==> src/rtl/pool_stage_pkg.sv <==
// Shared definitions for the pooling stage: datapath sizes, FSM encoding,
// and the pool_select / pool_window encodings.
package pool_stage_pkg;

  localparam int DWIDTH      = 8;
  localparam int DESIGN_SIZE = 32;
  localparam int MASK_WIDTH  = 32;
  localparam int CNT_WIDTH   = 8;

  typedef enum logic [1:0] {
    ST_IDLE = 2'd0,
    ST_RUN  = 2'd1,
    ST_DONE = 2'd2
  } pool_state_e;

  typedef enum logic {
    SEL_MAX = 1'b0,
    SEL_AVG = 1'b1
  } pool_sel_e;

  localparam logic [1:0] WIN_1    = 2'd0;
  localparam logic [1:0] WIN_2    = 2'd1;
  localparam logic [1:0] WIN_4    = 2'd2;
  localparam logic [1:0] WIN_RSVD = 2'd3;

  // log2(K); the reserved encoding behaves as K=4
  function automatic logic [1:0] win_shift(input logic [1:0] pw);
    case (pw)
      WIN_1:   return 2'd0;
      WIN_2:   return 2'd1;
      default: return 2'd2;
    endcase
  endfunction

endpackage

==> src/rtl/pool_stage_lane.sv <==
// One lane's pooling accumulator: running signed max or widened sum,
// with the result for the current beat available combinationally.
module pool_lane
  import pool_stage_pkg::*;
#(
  parameter int DWIDTH = pool_stage_pkg::DWIDTH
) (
  input  logic                     clk,
  input  logic                     reset,
  input  logic                     clr,
  input  logic                     acc_en,
  input  logic                     first,
  input  logic                     avg,
  input  logic [1:0]               shift,
  input  logic signed [DWIDTH-1:0] din,
  output logic signed [DWIDTH-1:0] result
);

  localparam int AW = DWIDTH + 2;

  logic signed [AW-1:0] acc, acc_nxt, din_x, shifted;

  always_comb begin
    din_x = {{2{din[DWIDTH-1]}}, din};
    if (first)
      acc_nxt = din_x;
    else if (avg)
      acc_nxt = acc + din_x;
    else
      acc_nxt = (din_x > acc) ? din_x : acc;
    // two guard bits keep a 4-beat sum exact; the shifted quotient fits DWIDTH
    shifted = avg ? (acc_nxt >>> shift) : acc_nxt;
    result  = shifted[DWIDTH-1:0];
  end

  always_ff @(posedge clk) begin
    if (reset || clr)
      acc <= '0;
    else if (acc_en)
      acc <= acc_nxt;
  end

endmodule

==> src/rtl/pool_stage.sv <==
// Pooling stage between norm and activation: lane-wise max/average over
// windows of 1, 2 or 4 vectors, or a registered masked bypass.
module pool_stage
  import pool_stage_pkg::*;
#(
  parameter int DWIDTH      = pool_stage_pkg::DWIDTH,
  parameter int DESIGN_SIZE = pool_stage_pkg::DESIGN_SIZE,
  parameter int MASK_WIDTH  = pool_stage_pkg::MASK_WIDTH,
  parameter int CNT_WIDTH   = pool_stage_pkg::CNT_WIDTH
) (
  input  logic                          clk,
  input  logic                          reset,
  input  logic                          enable_pool,
  input  logic                          pool_select,
  input  logic [1:0]                    pool_window,
  input  logic [CNT_WIDTH-1:0]          num_vectors,
  input  logic                          in_data_available,
  input  logic [DESIGN_SIZE*DWIDTH-1:0] inp_data,
  input  logic [MASK_WIDTH-1:0]         validity_mask,
  output logic [DESIGN_SIZE*DWIDTH-1:0] out_data,
  output logic                          out_data_available,
  output logic                          done_pool
);

  pool_state_e state, state_nxt;

  logic                 sel_avg_q;
  logic [1:0]           shift_q;
  logic [CNT_WIDTH-1:0] nvec_q, in_cnt;
  logic [1:0]           win_cnt, k_m1;
  logic                 start, accept, last_beat, win_last, emit;

  logic [DESIGN_SIZE-1:0][DWIDTH-1:0] lane_in, lane_res, pool_data, byp_data;

  assign lane_in   = inp_data;
  assign start     = (state == ST_IDLE) && enable_pool && (num_vectors != '0);
  assign accept    = (state == ST_RUN) && enable_pool && in_data_available;
  assign k_m1      = (shift_q == 2'd0) ? 2'd0 : (shift_q == 2'd1) ? 2'd1 : 2'd3;
  assign last_beat = (in_cnt == nvec_q - CNT_WIDTH'(1));
  assign win_last  = (win_cnt == k_m1);
  assign emit      = accept && (last_beat || win_last);
  assign done_pool = (state == ST_DONE);

  always_comb begin
    state_nxt = state;
    if (!enable_pool)
      state_nxt = ST_IDLE;
    else begin
      case (state)
        ST_IDLE: state_nxt = (num_vectors != '0) ? ST_RUN : ST_DONE;
        ST_RUN:  if (accept && last_beat) state_nxt = ST_DONE;
        ST_DONE: state_nxt = ST_DONE;
        default: state_nxt = ST_IDLE;
      endcase
    end
  end

  always_ff @(posedge clk) begin
    if (reset)
      state <= ST_IDLE;
    else
      state <= state_nxt;
  end

  // job configuration is frozen at IDLE->RUN
  always_ff @(posedge clk) begin
    if (reset) begin
      sel_avg_q <= 1'b0;
      shift_q   <= 2'd0;
      nvec_q    <= '0;
    end else if (start) begin
      sel_avg_q <= (pool_select == SEL_AVG);
      shift_q   <= win_shift(pool_window);
      nvec_q    <= num_vectors;
    end
  end

  always_ff @(posedge clk) begin
    if (reset || state != ST_RUN) begin
      in_cnt  <= '0;
      win_cnt <= 2'd0;
    end else if (accept) begin
      in_cnt  <= in_cnt + CNT_WIDTH'(1);
      win_cnt <= emit ? 2'd0 : win_cnt + 2'd1;
    end
  end

  for (genvar g = 0; g < DESIGN_SIZE; g++) begin : g_lane
    pool_lane #(.DWIDTH(DWIDTH)) u_lane (
      .clk    (clk),
      .reset  (reset),
      .clr    (!enable_pool),
      .acc_en (accept),
      .first  (win_cnt == 2'd0),
      .avg    (sel_avg_q),
      .shift  (shift_q),
      .din    (lane_in[g]),
      .result (lane_res[g])
    );
  end

  always_comb begin
    for (int i = 0; i < DESIGN_SIZE; i++) begin
      pool_data[i] = validity_mask[i] ? lane_res[i] : '0;
      byp_data[i]  = validity_mask[i] ? lane_in[i]  : '0;
    end
  end

  always_ff @(posedge clk) begin
    if (reset) begin
      out_data           <= '0;
      out_data_available <= 1'b0;
    end else if (!enable_pool) begin
      out_data           <= byp_data;
      out_data_available <= in_data_available;
    end else if (emit) begin
      out_data           <= pool_data;
      out_data_available <= 1'b1;
    end else begin
      out_data_available <= 1'b0;
    end
  end

endmodule

==> config.mk <==
export PLATFORM = sky130hd
export DESIGN_NAME = pool_stage
export DESIGN_NICKNAME = d
export VERILOG_FILES = /design/src/rtl/pool_stage_pkg.sv /design/src/rtl/pool_stage_lane.sv /design/src/rtl/pool_stage.sv
export SDC_FILE = /design/constraint.sdc
export NUM_CORES = 2
export LEC_CHECK = 0
export CORE_MARGIN = 10
export CORE_UTILIZATION = 60
export CTS_CLUSTER_SIZE = 28
export DETAILED_ROUTE_END_ITERATION = 6
export PLACE_DENSITY = 0.83
export REMOVE_ABC_BUFFERS = 1
export SETUP_SLACK_MARGIN = 0.1
export SYNTH_ARGS = -nofsm -noshare
export SYNTH_HDL_FRONTEND = slang
export SYNTH_SLANG_ARGS = --single-unit
==> constraint.sdc <==
create_clock -name clk -period 4.8 [get_ports clk]
set_input_delay 0.96 -clock clk [delete_from_list [all_inputs] [get_ports clk]]
set_output_delay 0.96 -clock clk [all_outputs]
set_load 0.02 [all_outputs]
* Word-level counts from Yosys, hierarchy flattened
Index checks and enable logic that the tools add are counted.
** Operators by class
- Shift-type cells :: 32
- Reductions and logical operators :: 16
- $add $sub $neg :: 35
- Equal/unequal tests :: 9
- $lt $le $gt $ge :: 32
- Multiplexer cells :: 203
- Bitwise logic cells :: 1
** Operators by type and width (count)
- 10-bit 2-to-1 mux :: 96
- 8-bit 2-to-1 mux :: 96
- 256-bit 2-to-1 mux :: 2
- 10-bit by 8-bit adder with 10-bit output :: 32
- 8-bit by 10-bit > comparator with 1-bit output :: 32
- 10-bit by 2-bit >>> shifter with 8-bit output :: 32
- 2-bit 2-to-1 mux :: 5
- 8-bit by 1-bit adder with 8-bit output (second input constant) :: 1
- 8-bit equality test :: 1
- 2-bit zero test :: 4
- 8-bit nonzero test :: 1
- 8-bit by 1-bit subtractor with 8-bit output (second input constant) :: 1
- 2-bit by 1-bit equality test with 1-bit output (second input constant) :: 3
- 1-bit logical AND :: 6
- 2-bit by 1-bit != test with 1-bit output (second input constant) :: 3
- 2-bit case mux with 3 select lines :: 1
- 2-bit case mux with 2 select lines :: 1
- 1-bit logical OR :: 3
- 2-bit by 1-bit adder with 2-bit output (second input constant) :: 1
- 2-bit equality test :: 1
- 2-bit equality test (second input constant) :: 1
- 1-bit 2-to-1 mux :: 2
- 2-bit OR reduction :: 1
- 1-bit zero test :: 1
- 1-bit NOT :: 1
** Word-level totals
- Output and inout bits :: 258
- Logic and storage cells :: 368
- Bits of input ports :: 303
- Flip-flop bits (word level) :: 600

* Depth between registers and ports, before layout
- Word-level depth :: 9
- Gate-level depth with buffers :: 14

* Hierarchy
From an unflattened synthesis, not the netlist that was laid out.
** Unflattened totals
- Cell total of the unflattened synthesis :: 9415
- Area, all modules :: 73763.2 um2
** By module, submodules not included
- pool_lane at g_lane[10].u_lane ... :: cells each 247, area each 1859.3 um2, times used 20
- pool_stage :: cells each 1592, area each 15310.9 um2, times used 1
- pool_lane at g_lane[30].u_lane ... :: cells each 249, area each 1809.2 um2, times used 5
- pool_lane at g_lane[2].u_lane ... :: cells each 234, area each 1725.4 um2, times used 5
- pool_lane at g_lane[0].u_lane ... :: cells each 234, area each 1796.7 um2, times used 2

* Worst setup path before layout
No wires, ideal clock.
- Path kind :: input -> register
- Start :: in inp_data[251]
- End :: reg out_data[254]
- Arrival time :: 3.721 ns
- Buffers on the path :: 1
- Stages on the path :: 10
- Data required time :: 4.731 ns
- Path slack :: 1.010 ns
- Cell sequence :: ha_1 and3_1 a221o_1 a2111o_1 a31oi_2 buf_4 mux2i_1 o221ai_1 mux4_2 o21ai_1
** On the way
- Longest elaborated chain between the ends :: 9
- Elaborated cells between the ends (all ways) :: 10
- Classes of those cells :: add/sub: 1; order compare: 1; shift: 1; mux: 7
** Ends and longest elaborated chain
- start, declared :: line pool_stage.sv:18 : input logic [DESIGN_SIZE*DWIDTH-1:0] inp_data,
- 8-bit by 10-bit > comparator with 1-bit output :: line pool_stage_lane.sv:30 : acc_nxt = (din_x > acc) ? din_x : acc;
- 10-bit 2-to-1 mux :: line pool_stage_lane.sv:30
- 10-bit 2-to-1 mux :: line pool_stage_lane.sv:27 : else if (avg)
- 10-bit 2-to-1 mux (*) :: line pool_stage_lane.sv:25 : if (first)
- 10-bit by 2-bit >>> shifter with 8-bit output :: line pool_stage_lane.sv:32 : shifted = avg ? (acc_nxt >>> shift) : acc_nxt;
- 8-bit 2-to-1 mux (*) :: line pool_stage_lane.sv:32
- 8-bit 2-to-1 mux (*) :: line pool_stage.sv:104 : pool_data[i] = validity_mask[i] ? lane_res[i] : '0;
- 256-bit 2-to-1 mux (*) :: line pool_stage.sv:116 : end else if (emit) begin
- 256-bit 2-to-1 mux (*) :: line pool_stage.sv:113 : end else if (!enable_pool) begin
- end signal, assigned :: line pool_stage.sv:114 : out_data <= byp_data;
- end signal, assigned :: line pool_stage.sv:117 : out_data <= pool_data;
- end, declared :: line pool_stage.sv:20 : output logic [DESIGN_SIZE*DWIDTH-1:0] out_data,
Mark *: on every way between the ends. The rest lies on a longest branch, timed or not. The select of a mux whose other input is x is not followed.
A chain may end at the register's enable or synchronous reset.

* Worst setup path after layout
- Start :: in inp_data[143]
- End :: reg out_data[142]
The elaborated chain is that of the path after synthesis.

==> flow_metrics.py <==
metrics = {
    "placed_design": {
        "dp_hpwl_mm": 181,
        "place.gp.congestion": 1.03,
        "io_buffers": 560,
        "place_ws_ps": 161,
        "placed_cells": 10096,
    },
    "synth": {
        "synthArstFlopShare_pct": 0,
        "synth_common_cells": "nand2_1 (953), nor2_1 (876), a21oi_1 (756), ha_1 (615), dfxtp_1 (600)",
        "syn_inst": 8473,
        "yosys.area.top_type_share_pct": 19.6,
        "yosysUniqueCellTypes": 99,
        "yosysSeqAreaShare_pct": 19.6,
        "synth_edf_count": 0,
        "syn-cell-area_sq_um": 61400,
        "synth_ff_type": "dfxtp_1",
        "yosysMostFrequentCell": "nand2_1",
        "syn_area_per_cell_sq_um": 7.25,
        "yosys.area.top_type": "dfxtp_1",
        "synth_area_leaders": "dfxtp_1 (20%), ha_1 (13%), a21oi_1 (6.2%), nand2_1 (5.8%), nor2_1 (5.4%)",
        "yosysWarnings": 0,
        "ys_ff_latch": 600,
    },
    "setup_path": {
        "path_max_fanout": 8,
        "crit_path_start_kind": "input pin",
        "rr_worst_depth": 12,
        "worstPathRequired_ps": 5390,
        "crit_type": "input pin to flop",
        "end_kind": "flop",
        "crit_arrival_ps": 4730,
    },
    "sta": {
        "finalCriticalPeriod_ps": 4140,
        "setup-violations-final": 0,
        "fmax_mhz": 242,
        "slew_headroom_pct": 6.91,
        "maxSlewViolCount": 0,
        "finalSetupTns_ps": 0,
        "final-hold-violation-count": 0,
        "finalClockSkew_ps": 26.4,
        "rsz0062_at_grt": "false",
        "fin_ws_ps": 660,
        "fin_crit_sh_pct": 86.3,
        "worst_pin_slew_ps": 1390,
    },
    "clock_tree": {
        "cts-buffers-inserted": 78,
        "clock_sinks": 600,
        "hold_buffers": 0,
        "clkLatencyLatePin_ps": 690,
        "clkTransAtPathRegs_ps": 60,
        "clockBufferDepth": 3,
        "ctsHtreeMaxLevel": 3,
        "postCtsSetupBuffers": 0,
        "ctsResizeCount": 0,
        "cts_tree": "built",
        "clockRootBuffer": "clkbuf_16",
    },
    "die": {
        "die-width_microns": 340,
        "ios": 561,
        "start_util_pct": 60.4,
        "die_h_microns": 340,
        "rows": 117,
        "coreArea_sq_um": 102000,
        "dieArea_sq_um": 116000,
    },
    "grt": {
        "grt_pass1_vias": 68670,
        "grt_pass1_wl_mm": 406,
        "grt_max_degree": 187,
        "track_usage_pct": 43.8,
        "grt-ovfl-total": 0,
        "antenna_found_initial": 51,
    },
    "detailed_routing": {
        "via_per_inst": 7.04,
        "drc": 68,
        "drt_iter0_drc": 10555,
        "drt-total-wl_mm": 270,
        "first_pass_iters": 7,
        "detail-route-antenna-nets": 0,
        "num_vias": 72308,
        "wl_per_cell_microns": 26.3,
    },
    "final_layout": {
        "syn2layout_area_growth_pct": 17.1,
        "layout-drive-gt1-share_pct": 6.58,
        "finalNetCount": 9758,
        "instances_no_fill": 10267,
    },
    "status": {
        "outcome": "finished, violations left",
        "violations": "design-rule violations",
    },
    "power_and_ir_drop": {
        "finalPower_mw": 16.2,
        "p_leak_nw": 28.0,
        "peakVddDrop_mv": 0.227,
        "cellPowerDensity_nw_per_um2": 226,
    },
    "worst_hold_path": {
        "holdPathStages": 2,
        "hold_path_class": "flop to flop",
    },
    "job": {
        "max-cap-violations": 0,
    },
}
==> critical path, stage by stage <==
cell and delay (ps):
clkdlybuf4s50_1 610, ha_1 540, nand4_1 180, a2111oi_2 390, a211oi_1 140, o32a_1 330
nand2_1 300, nor3_1 100, a211oi_1 630, o2bb2a_1 310, a211oi_1 220
==> per-layer routing <==
metal | vias to the layer above | part of all wire (%) | wire [microns] | track usage [%]
li1 | 31742 | - | - | -
met1 | 33462 | 36 | 96400 | 52.8
met2 | 5566 | 41 | 111000 | 63.7
met3 | 1496 | 15 | 40800 | 15.6
met4 | 42 | 8.2 | 22100 | 31.9
met5 | - | 0.099 | 269 | 0
==> worst paths after layout <==
path	startpoint	end	slack, ps
worst max-delay path	inp_data[143]	out_data[142]	660
worst min-delay path	out_data[171]	out_data[171]	450
worst max register to register	nvec_q[0]	out_data[62]	770
worst min register to register	out_data[171]	out_data[171]	450
==> through the flow <==
stage	instance area, sq um	hold WS [ps]	util, %
after detailed placement	69100	442	67.9
after floorplan	59200	432	-
after global placement	69100	437	67.9
after global routing	71900	470	70.7
final	72000	446	70.7
after CTS	71900	448	70.6
==> placed cells by master (no fill, tap or decap), drive strengths merged, types with 52 or more instances in the layout <==
cell type / Yosys / layout
o21bai: 52 / 52
o22ai: 102 / 102
clkbuf: 412 / 103
xor2: 91 / 91
nand3: 147 / 147
a2bb2oi: 58 / 58
nor2b: 145 / 145
mux2i: 211 / 211
dfxtp: 600 / 600
o221ai: 88 / 88
nand4: 96 / 96
xnor2: 117 / 117
inv: 585 / 586
nor2: 879 / 879
ha: 615 / 615
o31ai: 95 / 95
a21o: 55 / 55
nor3: 188 / 188
nand2b: 92 / 92
nand2: 953 / 953
and3: 76 / 76
a21oi: 760 / 760
a22oi: 97 / 97
a221oi: 112 / 112
buf: 163 / 272
a31oi: 82 / 82
o211ai: 158 / 158
a211oi: 181 / 181
o21ai: 391 / 391
clkdlybuf4s50: 0 / 558
==> layout make-up <==
class / instances / area [sq um]
diodes: 30 / 75.1
clock buffers: 103 / 2280
clock inverters: 38 / 465
fillers: 8504 / 29800
inverters: 586 / 2230
multi-input cells: 6712 / 45200
flip-flops and latches: 600 / 12000
well taps: 1368 / 1710
repair buffers: 830 / 7960
==> registers in the layout, summed over array words and instances (netlist names) <==
register	count
nvec_q	8
state	2
out_data	256
sel_avg_q	1
win_cnt	2
g_lane.u_lane.acc	320
shift_q	2
out_data_available	1
in_cnt	8
==> where the power goes <==
part / internal [mW] / switching, mW
Clock: 3.87 / 2.60
Combinational: 1.66 / 2.80
Sequential: 5.13 / 0.171
Total: 10.7 / 5.58
==> logic make-up (layout without fill, tap and decap cells) <==
group / count (synthesis) / in the layout / share of synthesized area (%)
and+or+nand+nor: 2749 / 2749 / 20.2
buffers and inverters: 1161 / 1557 / 7.27
muxes: 264 / 264 / 4.45
other: 0 / 30 / 0
xor gates and xnor gates: 208 / 208 / 2.97
adders and majority gates: 647 / 647 / 13.6
DFF: 600 / 600 / 19.6
AOI/OAI and AO/OA: 2844 / 2844 / 32.0
Note: power is estimated with default switching activity, not from simulation.
